File: config.mk
export PLATFORM = sky130hd
export DESIGN_NAME = dcache_assoc
export DESIGN_NICKNAME = d
export VERILOG_FILES = /design/src/rtl/cpu_types_pkg.sv /design/src/rtl/lru_rank.sv /design/src/rtl/dcache_assoc.sv
export SDC_FILE = /design/constraint.sdc
export NUM_CORES = 2
export LEC_CHECK = 0
export CAP_MARGIN = 0
export CORE_MARGIN = 2
export CORE_UTILIZATION = 45
export DETAILED_ROUTE_END_ITERATION = 10
export GPL_TIMING_DRIVEN = 1
export HOLD_SLACK_MARGIN = 0.1
export PLACE_DENSITY = 0.67
export RECOVER_POWER = 50
export SLEW_MARGIN = 5
export SYNTH_ARGS = -nofsm -noshare
export SYNTH_HDL_FRONTEND = slang
export SYNTH_SLANG_ARGS = --single-unit
File: constraint.sdc
create_clock -name CLK -period 4.6 [get_ports CLK]
set_input_delay 0.92 -clock CLK [delete_from_list [all_inputs] [get_ports CLK]]
set_output_delay 0.92 -clock CLK [all_outputs]
set_load 0.005 [all_outputs]
File: src/rtl/cpu_types_pkg.sv
// Shared types for the data cache: word type, address fields, FSM states and the
// address the hit counter is written to at the end of a flush.
package cpu_types_pkg;
  typedef logic [31:0] word_t;

  localparam int DC_SETS  = 8;
  localparam int DC_WORDS = 2;
  localparam int DC_IDX_W = $clog2(DC_SETS);
  localparam int DC_BLK_W = $clog2(DC_WORDS);
  localparam int DC_TAG_W = 32 - 2 - DC_IDX_W - DC_BLK_W;

  typedef struct packed {
    logic [DC_TAG_W-1:0] tag;
    logic [DC_IDX_W-1:0] idx;
    logic [DC_BLK_W-1:0] blkoff;
    logic [1:0]          bytoff;
  } dcachef_t;

  typedef enum logic [2:0] {IDLE, WB, FILL, FLUSH, CNT, DONE} dstate_t;

  localparam word_t HITCNT_ADDR = 32'h0000_3100;
endpackage

File: src/rtl/lru_rank.sv
// Age-rank update for one set: hit way becomes rank 0 (MRU), younger ways age by one.
module lru_rank #(
  parameter int WAYS = 2,
  parameter int RW   = 1
) (
  input  logic [WAYS-1:0][RW-1:0] ranks_i,
  input  logic [RW-1:0]           hit_way_i,
  output logic [WAYS-1:0][RW-1:0] ranks_o
);
  logic [RW-1:0] hit_rank;
  assign hit_rank = ranks_i[hit_way_i];

  for (genvar w = 0; w < WAYS; w++) begin : g_way
    assign ranks_o[w] = (hit_way_i == RW'(w))    ? '0 :
                        (ranks_i[w] < hit_rank)  ? ranks_i[w] + 1'b1 :
                                                   ranks_i[w];
  end
endmodule

File: src/rtl/dcache_assoc.sv
// Set-associative write-back, write-allocate data cache with LRU replacement,
// flush-on-halt and a saturating hit counter dumped after the flush.
module dcache_assoc
  import cpu_types_pkg::*;
#(
  parameter int SETS  = DC_SETS,
  parameter int WAYS  = 2,
  parameter int WORDS = DC_WORDS
) (
  input  logic        CLK,
  input  logic        nRST,
  input  logic        dmemREN_i,
  input  logic        dmemWEN_i,
  input  logic [31:0] dmemaddr_i,
  input  logic [31:0] dmemstore_i,
  input  logic        halt_i,
  output logic        dhit_o,
  output logic [31:0] dmemload_o,
  output logic        flushed_o,
  output logic        dREN_o,
  output logic        dWEN_o,
  output logic [31:0] daddr_o,
  output logic [31:0] dstore_o,
  input  logic        dwait_i,
  input  logic [31:0] dload_i
);
  localparam int IW   = $clog2(SETS);
  localparam int WOFF = $clog2(WORDS);
  localparam int OW   = (WORDS > 1) ? WOFF : 1;
  localparam int WW   = (WAYS > 1) ? $clog2(WAYS) : 1;
  localparam int TW   = 32 - 2 - WOFF - IW;

  dstate_t state_q, state_d;
  logic [OW-1:0] word_q, word_d;
  logic [WW-1:0] vway_q, vway_d, fway_q, fway_d;
  logic [IW-1:0] fset_q, fset_d;
  logic [31:0]   hitcnt_q;
  logic [SETS-1:0][WAYS-1:0] valid_q, dirty_q;
  logic [TW-1:0] tag_q  [SETS][WAYS];
  word_t         data_q [SETS][WAYS][WORDS];

  logic [IW-1:0] req_idx;
  logic [TW-1:0] req_tag;
  logic [OW-1:0] req_word;
  logic [WW-1:0] hway, victim, lru_vic;
  logic hit, last_word, st_we, fill_we, fill_done, fl_clean, adv;

  assign req_word  = OW'(dmemaddr_i[31:2]) & OW'(WORDS - 1);
  assign req_idx   = IW'(dmemaddr_i >> (2 + WOFF));
  assign req_tag   = TW'(dmemaddr_i >> (2 + WOFF + IW));
  assign last_word = (word_q == OW'(WORDS - 1));
  assign flushed_o = (state_q == DONE);

  function automatic word_t mkaddr(input logic [TW-1:0] t, input logic [IW-1:0] i,
                                   input logic [OW-1:0] w);
    return (word_t'(t) << (2 + WOFF + IW)) | (word_t'(i) << (2 + WOFF)) | (word_t'(w) << 2);
  endfunction

  always_comb begin
    hit  = 1'b0;
    hway = '0;
    for (int w = 0; w < WAYS; w++)
      if (valid_q[req_idx][w] && tag_q[req_idx][w] == req_tag) begin
        hit  = 1'b1;
        hway = WW'(w);
      end
  end

  // Lowest-numbered invalid way wins; otherwise fall back to the LRU way.
  always_comb begin
    victim = lru_vic;
    for (int w = WAYS - 1; w >= 0; w--)
      if (!valid_q[req_idx][w]) victim = WW'(w);
  end

  if (WAYS > 1) begin : g_lru
    logic [SETS-1:0][WAYS-1:0][WW-1:0] lru_q;
    logic [WAYS-1:0][WW-1:0]           lru_new;

    lru_rank #(.WAYS(WAYS), .RW(WW)) u_lru (
      .ranks_i   (lru_q[req_idx]),
      .hit_way_i (hway),
      .ranks_o   (lru_new)
    );

    always_ff @(posedge CLK or negedge nRST) begin
      if (!nRST) begin
        for (int s = 0; s < SETS; s++)
          for (int w = 0; w < WAYS; w++) lru_q[s][w] <= WW'(w);
      end else if (dhit_o) begin
        lru_q[req_idx] <= lru_new;
      end
    end

    always_comb begin
      lru_vic = '0;
      for (int w = 0; w < WAYS; w++)
        if (lru_q[req_idx][w] == WW'(WAYS - 1)) lru_vic = WW'(w);
    end
  end else begin : g_nolru
    assign lru_vic = '0;
  end

  always_comb begin
    state_d    = state_q;
    word_d     = word_q;
    vway_d     = vway_q;
    fset_d     = fset_q;
    fway_d     = fway_q;
    dhit_o     = 1'b0;
    dmemload_o = '0;
    dREN_o     = 1'b0;
    dWEN_o     = 1'b0;
    daddr_o    = '0;
    dstore_o   = '0;
    st_we      = 1'b0;
    fill_we    = 1'b0;
    fill_done  = 1'b0;
    fl_clean   = 1'b0;
    adv        = 1'b0;
    case (state_q)
      IDLE: begin
        if (halt_i) begin
          state_d = FLUSH;
          fset_d  = '0;
          fway_d  = '0;
          word_d  = '0;
        end else if (dmemREN_i || dmemWEN_i) begin
          if (hit) begin
            dhit_o = 1'b1;
            if (dmemREN_i) dmemload_o = data_q[req_idx][hway][req_word];
            else           st_we      = 1'b1;
          end else begin
            vway_d  = victim;
            word_d  = '0;
            state_d = (valid_q[req_idx][victim] && dirty_q[req_idx][victim]) ? WB : FILL;
          end
        end
      end
      WB: begin
        dWEN_o   = 1'b1;
        daddr_o  = mkaddr(tag_q[req_idx][vway_q], req_idx, word_q);
        dstore_o = data_q[req_idx][vway_q][word_q];
        if (!dwait_i) begin
          word_d = word_q + 1'b1;
          if (last_word) begin
            word_d  = '0;
            state_d = FILL;
          end
        end
      end
      FILL: begin
        dREN_o  = 1'b1;
        daddr_o = mkaddr(req_tag, req_idx, word_q);
        if (!dwait_i) begin
          fill_we = 1'b1;
          word_d  = word_q + 1'b1;
          if (last_word) begin
            fill_done = 1'b1;
            word_d    = '0;
            state_d   = IDLE;
          end
        end
      end
      FLUSH: begin
        if (valid_q[fset_q][fway_q] && dirty_q[fset_q][fway_q]) begin
          dWEN_o   = 1'b1;
          daddr_o  = mkaddr(tag_q[fset_q][fway_q], fset_q, word_q);
          dstore_o = data_q[fset_q][fway_q][word_q];
          if (!dwait_i) begin
            word_d = word_q + 1'b1;
            if (last_word) begin
              word_d   = '0;
              fl_clean = 1'b1;
              adv      = 1'b1;
            end
          end
        end else begin
          adv = 1'b1;
        end
      end
      CNT: begin
        dWEN_o   = 1'b1;
        daddr_o  = HITCNT_ADDR;
        dstore_o = hitcnt_q;
        if (!dwait_i) state_d = DONE;
      end
      DONE:    ;
      default: state_d = IDLE;
    endcase
    // Flush pointer walks way-minor within each set, then on to the counter dump.
    if (adv) begin
      if (fway_q == WW'(WAYS - 1)) begin
        fway_d = '0;
        if (fset_q == IW'(SETS - 1)) state_d = CNT;
        else                         fset_d  = fset_q + 1'b1;
      end else begin
        fway_d = fway_q + 1'b1;
      end
    end
  end

  always_ff @(posedge CLK or negedge nRST) begin
    if (!nRST) begin
      state_q  <= IDLE;
      word_q   <= '0;
      vway_q   <= '0;
      fset_q   <= '0;
      fway_q   <= '0;
      hitcnt_q <= '0;
      valid_q  <= '0;
      dirty_q  <= '0;
    end else begin
      state_q <= state_d;
      word_q  <= word_d;
      vway_q  <= vway_d;
      fset_q  <= fset_d;
      fway_q  <= fway_d;
      if (dhit_o && hitcnt_q != '1) hitcnt_q <= hitcnt_q + 1'b1;
      if (st_we) dirty_q[req_idx][hway] <= 1'b1;
      if (fill_done) begin
        valid_q[req_idx][vway_q] <= 1'b1;
        dirty_q[req_idx][vway_q] <= 1'b0;
      end
      if (fl_clean) dirty_q[fset_q][fway_q] <= 1'b0;
    end
  end

  always_ff @(posedge CLK) begin
    if (st_we)     data_q[req_idx][hway][req_word] <= dmemstore_i;
    if (fill_we)   data_q[req_idx][vway_q][word_q] <= dload_i;
    if (fill_done) tag_q[req_idx][vway_q]          <= req_tag;
  end
endmodule
; Word level (Yosys, flattened, before mapping)
; Memory sizes are Yosys's and may differ from the RTL's.
; Cells that the tools add are included.
[op_classes]
add_sub_neg = 6
magnitude_cmp = 22
eq_ne = 12
n_mux = 275
bitwise_logic = 147
n_reduce_logical = 25
[ops]
columns = cell, n
row1 = $mux 64, 11
row2 = $mux 32, 18
row3 = $mux 128, 2
row4 = $mux 1, 184
row5 = $mux 26, 7
row6 = $demux 64 s1, 2
row7 = $or 1x1->1, 128
row8 = $pmux 32 s4, 1
row9 = $or 32x3->32, 3
row10 = $or 32x6->32, 3
row11 = $pmux 32 s3, 1
row12 = $demux 32 s1, 2
row13 = $eq 26x26->1, 2
row14 = $mux 52, 1
row15 = $mux 16, 3
row16 = $mux 3, 16
row17 = $add 32x1->32 const B, 1
row18 = $and 16x16->16, 2
row19 = $ne 32x32->1 const B, 1
row20 = $not 16->16, 2
row21 = $or 16x16->16, 2
row22 = $bmux 2 s3, 5
row23 = $demux 26 s1, 1
row24 = $demux 2 s3, 4
row25 = other kinds (30), 85
[word_totals]
reg_bits = 89
ramBits = 1440
inputBits = 102
out_inout_bits = 100
wordCells = 527
memories = 2
[mem_list]
columns = memory, depth, word_bits, rd, rd_ports_with_merged_regs, wr, line
row1 = data_q, 8, 128, 2, 0, 1, dcache_assoc.sv:40  ; word_t data_q [SETS][WAYS][WORDS];
row2 = tag_q, 8, 52, 2, 0, 1, dcache_assoc.sv:39  ; logic [TW-1:0] tag_q [SETS][WAYS];

; Longest topological paths before layout
[logic_depth]
word_depth = 16
ltp_mapped = 18
ltp_nobuf = 9

; Modules after synthesis
; A second synthesis with hierarchy kept.
[unflattened]
cells_unflattened = 5322
hier_area_um2 = 73469.2
[modules_own_cells]
columns = mod, n_inst, cells_per_inst, area_each_um2, seq_area_each_um2
row1 = dcache_assoc, 1, 5320, 73451.7, 45478.6
row2 = lru_rank, 1, 2, 17.5, 0.0

; Worst setup path before layout
; Ideal clock, no wire load.
[synth_timing]
path_kind = in2reg
startpoint = input dmemaddr_i[3]
endpoint = memory data_q[0][32] (netlist bit), enable pin
setup_ns = 0.421
arrival_ns = 4.995
t_required_ns = 4.179
slack_ns = -0.816
path_stages = 13
path_cell_list = buf_6 buf_4 buf_2 mux2_1 a22oi_1 a21oi_1 nor3b_1 nand4_1 or4_1 buf_2 nor3_4 a21boi_2 nor2_1
[synth_between]
elab_chain_cells = 12
word_cells_on_any_way = 23
[synth_rtl]
columns = item, line
row1 = from (decl), dcache_assoc.sv:14  ; input logic [31:0] dmemaddr_i,
row2 = $mem_v2 8x52 / $bmux 2 s3 (equally long branches), n/a
row3 = $eq 26x26->1 / $mux 2 (equally long branches), dcache_assoc.sv:63  ; if (valid_q[req_idx][w] && tag_q[req_idx][w] == req_tag) begin
row4 = $logic_and 1x1->1, dcache_assoc.sv:63
row5 = $mux 1 (2 in series), dcache_assoc.sv:63
row6 = $mux 1, dcache_assoc.sv:129  ; if (hit) begin
row7 = $mux 1, dcache_assoc.sv:128  ; end else if (dmemREN_i || dmemWEN_i) begin
row8 = $mux 1, dcache_assoc.sv:123  ; if (halt_i) begin
row9 = $mux 1, dcache_assoc.sv:121  ; case (state_q)
row10 = $mux 1, dcache_assoc.sv:230  ; if (st_we) data_q[req_idx][hway][req_word] <= dmemstore_i;
row11 = $mux 128 (not written as such), dcache_assoc.sv:230
row12 = $or 1x1->1 (no line), n/a
row13 = to (decl), dcache_assoc.sv:40
; Several ways; a longest one is shown, not always the timed one. The select of a mux whose other input is x is not followed.

; Worst setup path in the final report
[layout_timing]
startpoint = input dmemaddr_i[16]
endpoint = output dmemload_o[22]
[layout_between]
elab_chain_cells = 15
word_cells_on_any_way = 19
[layout_rtl]
columns = item, line
row1 = $eq 26x26->1, dcache_assoc.sv:63
row2 = $logic_and 1x1->1, dcache_assoc.sv:63
row3 = $mux 1, dcache_assoc.sv:63
row4 = $not 1->2 (not written as such), dcache_assoc.sv:131  ; if (dmemREN_i) dmemload_o = data_q[req_idx][hway][req_word];
row5 = $mux 64 (not written as such) (3 in series), dcache_assoc.sv:131
row6 = $mux 32 (not written as such) (3 in series), dcache_assoc.sv:131
row7 = $mux 32, dcache_assoc.sv:131
row8 = $mux 32 *, dcache_assoc.sv:129
row9 = $mux 32 *, dcache_assoc.sv:128
row10 = $mux 32 *, dcache_assoc.sv:123
row11 = $mux 32 *, dcache_assoc.sv:121
row12 = to (decl), dcache_assoc.sv:18  ; output logic [31:0] dmemload_o,
; Every way passes the cells marked *; elsewhere a longest branch is shown, timed or not. The select of a mux whose other input is x is not followed.

==> qor.yml <==
run_status:
  status: "finished, violations left"
  violations: "max-capacitance violations, max-slew violations, negative setup slack"
finish:
  seqCellArea_mm2: 0.0455
  multi_input_comb_area_mm2: 0.0290
  num-fill-cells: 12100
  syn_to_final_growth_pct: 32.2
  fin_cells: 8863
  layout.nets: 6652
  drive_gt1_frac: 0.351
yosys:
  synth.distinct_cells: 85
  seq_area_frac_synth: 0.618
  avgSynthCellArea_um2: 13.5
  netlist_area_mm2: 0.0736
  synth-edff-count: 1440
  async_flop_share: 0.0582
  synth-warning-count: 0
  synth-seq-cells: 1529
  ys.flop_type: "edfxtp_1"
  synthCells: 5461
critical_path:
  r2r_start: "tag_q[6][21]"
  path_delay_family: "buffers and inverters"
  crit_end: "dmemload_o[22]"
  crit_type: "in -> out"
  startpoint_type: "input port"
  reg2reg_slack_ps: -140
  crit_fanout: 19
  cp_cell_sequence: "dlygate4sd3_1 > clkbuf_1 > nor3_1 > nor4_4 > nand4b_1 > nor4_4 > buf_12 > buf_12 > buf_4 > a211oi_1 > a21oi_1 > nor2_4 > clkbuf_2"
  critPathCaptureType: "output pin"
  reg2reg_depth: 16
  crit_cells: 13
  r2r-end: "data_q[4][59]"
  crit_start: "dmemaddr_i[16]"
  arrival_ps: 4620
  crit_path_top_delay_cell: "clkbuf_1"
  path_buf_inv: 6
  critPathMaxStageDelay_ps: 660
  worstPathRequired_ps: 3680
route:
  drtPass1Iterations: 8
  vias: 64400
  drcViolationCount: 0
  ant_nets: 0
  vias_per_cell: 7.27
  drt_iter0_markers: 11600
  post_drt_wl_per_cell_um: 38.7
  wl_mm: 343
timing:
  worstMarginPinSlew_ps: 3940
  finalSetupViolCount: 959
  period_needed_ps: 5540
  drv_slew: 64
  slew_headroom: -1.62
  setup_ws_ps: -937
  finClkSkew_ps: 75.0
  rsz0062_at_grt: "yes"
  finalHoldViolCount: 0
  fin_crit_sh: 1.20
  holdWs_ps: 491
  setup_tns_ps: -129160
  timing.fmax_ghz: 0.181
placed_design:
  place_hpwl_mm: 205
  finalWeightedCongestion: 1.01
  post-place-cells: 8241
  dp_slack_ps: -1400
  port_buffers: 197
worst_hold_path:
  hp-class: "reg -> reg"
clock_network:
  cts_root_buffer: "clkbuf_16"
  worst_skew_pair.late_latency_ps: 850
  clock-sinks: 1529
  cts_inserted_buffers: 162
  path_clk_slew_ps: 60
  holdBufCountCts: 0
  cts_buffer_depth: 3
  cts_tree: "done"
  cts_max_level: 4
die:
  core_mm2: 0.163
  die-width_um: 408
  std_cell_rows: 148
  start_util: 0.453
  die_y_um: 408
  io_pins: 202
  die_area_mm2: 0.167
pwr:
  peakVddDrop_mv: 0.384
  leakage_nw: 33.5
  power_density_mw_per_mm2: 317
global_routing:
  gr-usage-all-layers: 0.389
  grt_max_degree: 64
  grt_first_pass_wirelength_mm: 460
  gr-total-overflow: 0
  antenna_found_initial: 13
  grt_pass1_vias: 60800
flow_run:
  max_cap_viol_count: 1
report_power, final:
group          internal, mW  total, mW          switching, mW  leakage (nW)
Sequential             15.2       15.2  0.0000000000000000200          14.1
Clock                  7.42       13.2                   5.82          2.55
Combinational          1.09       2.43                   1.33          16.8
Total                  23.7       30.9                   7.15          33.5
state kept, by name (all words and copies together), names as in the netlist:
name,count
fway_q,1
tag_q,416
vway_q,1
dirty_q,16
fset_q,3
state_q,3
data_q,1024
hitcnt_q,32
valid_q,16
g_lru.lru_q,16
last_word,1
synth_stat cells (40+ instances only):
cell type	instances	area, um^2
edfxtp_1	1440	43200
clkbuf_1	312	1170
nand4_1	48	300
buf_1	67	251
nor2_1	306	1150
mux4_2	131	2950
a221oi_1	162	1420
a22oi_1	486	3650
nand3_1	117	586
and3_1	42	263
a221o_1	43	430
nand2_1	286	1070
nor3_1	67	335
o22ai_1	113	707
o21ai_0	233	1170
mux2i_1	291	2910
a22o_1	90	788
dfrtp_1	81	2030
a31oi_1	40	250
a21oi_1	280	1400
buf_2	50	250
mux2_2	263	2960
area by class of cell:
class | instances | share of cell area
diodes | 12 | 0.000309
clock buffers | 196 | 0.0436
clock inverters | 97 | 0.0109
inverters | 21 | 0.000990
multi-input cells | 3464 | 0.298
flip-flops and latches | 1529 | 0.468
well taps | 2175 | 0.0280
repair buffers | 1369 | 0.151
per-layer routing:
| layer | GRT usage | share of wire | vias to the layer above |
|---|---|---|---|
| li1 | - | - | 24400 |
| met1 | 0.478 | 0.32 | 31100 |
| met2 | 0.565 | 0.41 | 6915 |
| met3 | 0.141 | 0.17 | 1976 |
| met4 | 0.281 | 0.098 | 12 |
| met5 | 0 | 0.00046 | - |
layout by cell type, fill, tap and decap left out, drive strengths merged, types with 117 or more instances in the layout:
cell and instances:
a21oi 280, a221oi 162, a22oi 486, buf 1161, clkbuf 291, edfxtp 1440
mux2 277, mux2i 291, mux4 131, nand2 286, nand3 117, nor2 307
o21ai 237
logic make-up after synthesis:
group                      synth area share
buffers and inverters                0.0261
AOI/OAI and AO/OA                     0.156
DFF                                   0.618
adders and majority gates          0.000510
muxes                                 0.122
and+or+nand+nor                      0.0688
other                             0.0000510
xor gates and xnor gates            0.00821
worst min path at each step:
stage | start | end | slack (ps) | cells after the start
2_1_floorplan | valid_q[0] | valid_q[0] | 450 | 1
3_3_place_gp | g_lru.lru_q[4] | g_lru.lru_q[4] | 470 | 1
3_5_place_dp | g_lru.lru_q[6] | g_lru.lru_q[6] | 480 | 1
4_1_cts | nRST | g_lru.lru_q[2] | 250 | 1
5_1_grt | g_lru.lru_q[4] | g_lru.lru_q[4] | 510 | 1
6_report | g_lru.lru_q[6] | g_lru.lru_q[6] | 490 | 1
timing repair:
item,CTS,global route
gates resized for setup,544,442
setup buffers,150,147
pin swaps,95,150
endpoints found under the setup margin,628,608
cloned,24,18
metrics by stage:
step,power [mW],area [um^2],utilization
after floorplan,16.4,73700,-
after global placement,17.4,85800,0.528
after detailed placement,17.4,85800,0.528
after CTS,30.5,94500,0.581
after global routing,31.4,97300,0.598
final,30.9,97300,0.598
No activity file was read; power rests on OpenSTA's default activity.
